### src/rtl/seq_fetch.sv
// Program-fetch controller for the Seq sequencer: fetches 12-bit words from a
// 1-cycle synchronous program memory and issues them to Seq. Optional watchdog: SEQ_FETCH_WATCHDOG_EN.
module seq_fetch #(
    parameter logic [7:0] StartAddr = 8'h00,
    parameter logic [7:0] StepLimit = 8'hFF
) (
    input  logic        clock,
    input  logic        reset,
    input  logic        start,
    input  logic        abort,
    input  logic [11:0] mem_data,
    input  logic [7:0]  next,
    output logic [7:0]  mem_addr,
    output logic        mem_rd,
    output logic [11:0] inst,
    output logic        inst_en,
    output logic        busy,
    output logic        done,
    output logic        error,
    output logic [7:0]  count
);

    typedef enum logic [2:0] {
        IDLE,
        FETCH,
        DECODE,
        ISSUE,
        SETTLE
    } state_t;

    localparam logic [3:0] OpHalt = 4'hF;

    state_t     state;
    logic [7:0] pc;
    logic       is_halt;
    logic       run_accept;

    assign is_halt    = (mem_data[11:8] == OpHalt);
    assign run_accept = (state == IDLE) && start && !abort;

    // The address bus simply follows pc so it rests at StartAddr out of reset.
    assign mem_addr = pc;
    assign mem_rd   = (state == FETCH);
    assign busy     = (state != IDLE);

`ifdef SEQ_FETCH_WATCHDOG_EN
    logic wd_trip;
    assign wd_trip = (state == DECODE) && !abort && !is_halt && (count == StepLimit);

    always_ff @(posedge clock or posedge reset) begin
        if (reset) begin
            error <= 1'b0;
        end else if (run_accept) begin
            error <= 1'b0;
        end else if (wd_trip) begin
            error <= 1'b1;
        end
    end
`else
    logic unused_step_limit;
    assign unused_step_limit = ^StepLimit;
    assign error = 1'b0;
`endif

    always_ff @(posedge clock or posedge reset) begin
        if (reset) begin
            state   <= IDLE;
            pc      <= StartAddr;
            inst    <= '0;
            inst_en <= 1'b0;
            done    <= 1'b0;
            count   <= '0;
        end else begin
            inst_en <= 1'b0;
            done    <= 1'b0;
            case (state)
                IDLE: begin
                    if (run_accept) begin
                        state <= FETCH;
                        pc    <= StartAddr;
                        count <= '0;
                    end
                end
                FETCH: begin
                    state <= abort ? IDLE : DECODE;
                end
                DECODE: begin
                    // Abort outranks a halt word: no done pulse on an aborted run.
                    if (abort) begin
                        state <= IDLE;
                    end else if (is_halt) begin
                        done  <= 1'b1;
                        state <= IDLE;
`ifdef SEQ_FETCH_WATCHDOG_EN
                    end else if (count == StepLimit) begin
                        state <= IDLE;
`endif
                    end else begin
                        inst    <= mem_data;
                        inst_en <= 1'b1;
                        state   <= ISSUE;
                    end
                end
                ISSUE: begin
`ifdef SEQ_FETCH_WATCHDOG_EN
                    if (count != StepLimit) begin
                        count <= count + 8'd1;
                    end
`else
                    count <= count + 8'd1;
`endif
                    state <= abort ? IDLE : SETTLE;
                end
                SETTLE: begin
                    if (abort) begin
                        state <= IDLE;
                    end else begin
                        pc    <= next;
                        state <= FETCH;
                    end
                end
                default: begin
                    state <= IDLE;
                end
            endcase
        end
    end

endmodule

### config.mk
export PLATFORM = sky130hd
export DESIGN_NAME = seq_fetch
export DESIGN_NICKNAME = d
export VERILOG_FILES = /design/src/rtl/seq_fetch.sv
export SDC_FILE = /design/constraint.sdc
export NUM_CORES = 1
export LEC_CHECK = 0
export BUFFER_PORTS_ARGS = -buffer_cell sky130_fd_sc_hd__buf_2
export CAP_MARGIN = 20
export CORE_MARGIN = 2
export CORE_UTILIZATION = 51
export CTS_BUF_LIST = sky130_fd_sc_hd__clkbuf_8 sky130_fd_sc_hd__clkbuf_16
export DETAILED_ROUTE_END_ITERATION = 8
export PLACE_DENSITY_LB_ADDON = 0.1
export SYNTH_ARGS = -nofsm -noshare
export SYNTH_HDL_FRONTEND = slang
export SYNTH_SLANG_ARGS = --single-unit
### constraint.sdc
create_clock -name clock -period 5.2 [get_ports clock]
set_input_delay 0.52 -clock clock [delete_from_list [all_inputs] [get_ports clock]]
set_output_delay 0.52 -clock clock [all_outputs]
set_load 0.1 [all_outputs]
==> summary.md <==
| Metric | Value |
|---|---|
| Status | `completed` |
| Syn-to-layout area delta | `23.6%` |
| Post-synth ARST share | `1.00` |
| Pwr Total | `1.06 mW` |
| Drt total wl | `2780 um` |
| Register area share after synthesis | `0.579` |
| # hold bufs at CTS | `0` |
| Die area | `0.00324 mm2` |
| Met1 Use GR | `0.228` |
| Post-synth cell types | `38` |
| Row count | `19` |
| GP Congestion | `about 0.8` |
| Most Crowded Layer GR | `met2` |
| Clk pin slew, worst setup/hold paths | `~60 ps` |
| Simple-gate portion of the synthesized area | `0.124` |
| CP bufs+invs | `1` |
| Crit Path Max Fanout | `9` |
| Total track usage | `0.200` |
| Synth Net Count | `139` |
| Fmax | `490 MHz` |
| Mux cell area share after synthesis | `0.0947` |
| Pwr dens | `604 mW/mm2` |
| Vias | `between 1000 and 1500` |
| Hold_ws | `321 ps` |
| Area leader, netlist | `dfrtp_1` |
| Syn avg cell area | `12.5 um2` |
| Core Area | `0.00271 mm2` |
| CTS Buf Count | `5` |
| Setup TNS | `0 ps` |
| Resized cells post-CTS | `0` |
| Worst slack at placement | `3010 ps` |
| Top post-synthesis cells by area | `dfrtp_1, a22o_1, mux2_4` |
| Clock network latency to the later pin of the worst-skew pair | `270 ps` |
| Top Family by Delay on Critical Path | `buffers and inverters` |
| Peak VDD IR | `approximately 0.55 mV` |
| Worst-Margin Slew | `568 ps` |
| GR Overflow Total | `0` |
| RSZ-0062 raised after global routing | `no` |
| Met3 usage | `0.0691` |
| R2R cell count | `3` |
| First-pass GRT wire length | `4800 um` |
| Final worst path period need | `approximately 2000 ps` |
| DP HPWL | `2020 um` |
| Max cap viols | `0` |
| IO Port Bufs | `55` |
| Number of flops mapped to enable cells by yosys | `0` |
| Leak Pwr | `0.926 nW` |
| Fin crit share | `0.393` |
| Endpoints failing hold | `0` |
| Detailed-route vias per instance | `approximately 5.4` |
| Max Slew Vio Count | `0` |
| Vias in the first global route | `about 1100` |
| RR Startpoint | `state[2]$_DFFE_PP0P_` |
| DRC | `0` |
| Clk sinks | `33` |
| WL/cell | `13.8 um` |
| Diodes inserted | `0` |
| Commonest non-fill, non-tap cells in the layout | `buf_2, dfrtp_1, a22o_1` |
| Mapped Area | `0.00143 mm2` |
| Met2 Track Usage GR | `0.322` |
| Synth warn | `0` |
| Crit. End Element | `primary output` |
| Hold Crit Class | `primary input to async pin` |
| Initial DRT Pass Iterations | `4` |
| Worst EP required | `4680 ps` |
| Area share of fa/ha/maj cells after synthesis | `0.00877` |
| Final setup violation count | `0` |
| Starting Density | `0.526` |
| Fin worst setup slack | `3160 ps` |
| Worst Setup Start Kind | `flip-flop` |
| Crit path kind | `flip-flop to primary output` |
| Bufs on Longest Clock Path | `2` |
| Syn Inst Count | `114` |
| Fin nets | `between 150 and 200` |
| Fraction of layout cells with a size suffix above 1 | `0.424` |
| Crit-path max cell delay | `slightly below 500 ps` |
| FF-to-FF End | `inst[6]$_DFFE_PP0P_` |
| Max_slew headroom | `0.619` |
| Ys flop type | `dfrtp_1` |
| Most common cell after layout, fill and taps aside | `buf_2` |
| Post-CTS setup buffers | `0` |
| Chip width | `56.9 um` |
| Slowest CP cell | `buf_2` |
| #FFs+latches synth | `33` |
| Util after Layout | `0.651` |
| Die H | `56.9 um` |
| Yosys top cell area share | `0.579` |
| Initial antenna violation count | `0` |
| Clk_skew | `4.03 ps` |
| H-Tree Depth | `2` |
| Compound-Gate Fraction of Synth Area | `0.136` |
| First DRT Iteration DRCs | `16` |
| Crit path DAT | `1520 ps` |
| Synth Area in XOR/XNOR | `0` |
| CTS root buf | `clkbuf_8` |
| DRT antenna net count | `0` |
| CTS tree | `done` |
| FF-to-FF setup slack | `3170 ps` |
| Worst-path cell chain | `nor3b_1 > buf_2` |
| Pin count of the biggest net entering global routing | `34` |
| # IOs | `57` |
| Main combinational cell family by area after synthesis | `compound AO/OA/AOI/OAI gates` |
## cell usage after synthesis, types with 2 or more instances
library cell	count
a22o_1	8
nor2_1	3
a21oi_1	4
mux2_4	4
nand2b_1	2
o21ai_0	5
nand3_1	4
nor3_1	3
or3_1	4
buf_6	2
mux2i_1	3
dfrtp_1	33
clkbuf_1	2
mux2_2	4
nand2_1	5
inv_1	3
o22a_1	4
## registers in the layout, summed over array words and instances, names as in the netlist
signal	cells
state	3
inst_en	1
done	1
inst	12
mem_addr	8
count	8
## worst min-delay path, stage by stage
cell and delay, ps:
buf_2 90, inv_1 40, buf_4 360
## cells by family after synthesis
logic type / Yosys count
multiplexers: 11
flip-flops: 33
other: 1
AND/OR/NAND/NOR: 30
AO/OA/AOI/OAI: 27
adder cells (fa/ha/maj): 1
buffers and inverters: 11
## through the flow
stage / instances / area (um2)
6_report: 201 / 1760
5_1_grt: 201 / 1760
4_1_cts: 201 / 1760
3_5_place_dp: 193 / 1680
3_3_place_gp: 193 / 1680
2_1_floorplan: 114 / 1430
## how the worst max path moves through the flow
stage / depth (start not counted) / startpoint / end
finish: 2 / state[1]$_DFFE_PP0P_ / mem_rd
detailed placement: 4 / abort / inst[4]$_DFFE_PP0P_
floorplan: 2 / state[1]$_DFFE_PP0P_ / mem_rd
CTS: 2 / state[1]$_DFFE_PP0P_ / mem_rd
global route: 2 / state[1]$_DFFE_PP0P_ / mem_rd
global placement: 4 / abort / inst[5]$_DFFE_PP0P_
## area by class of cell
type	count	area [um2]
inverters	3	11.3
multi-input cells	70	522
fillers	241	947
repair buffers	56	283
clock inverters	3	13.8
clock buffers	5	68.8
well taps	31	38.8
flip-flops and latches	33	826
## layer usage
layer  up-vias  share of wire  wire length (um)
met3         8          0.055               154
met1       520           0.43              1200
li1        524              -                 -
met4         0          0.025                70
met5         -              0                 0
met2        39           0.49              1360
## power by group
group	internal (mW)	total, mW	leakage [nW]	switching [mW]
sequential	0.310	0.343	0.431	0.0335
combinational	0.0917	0.547	0.446	0.455
clock	0.0905	0.174	0.0491	0.0836
total	0.492	1.06	0.926	0.572
Power figures use the tool's default switching activity.
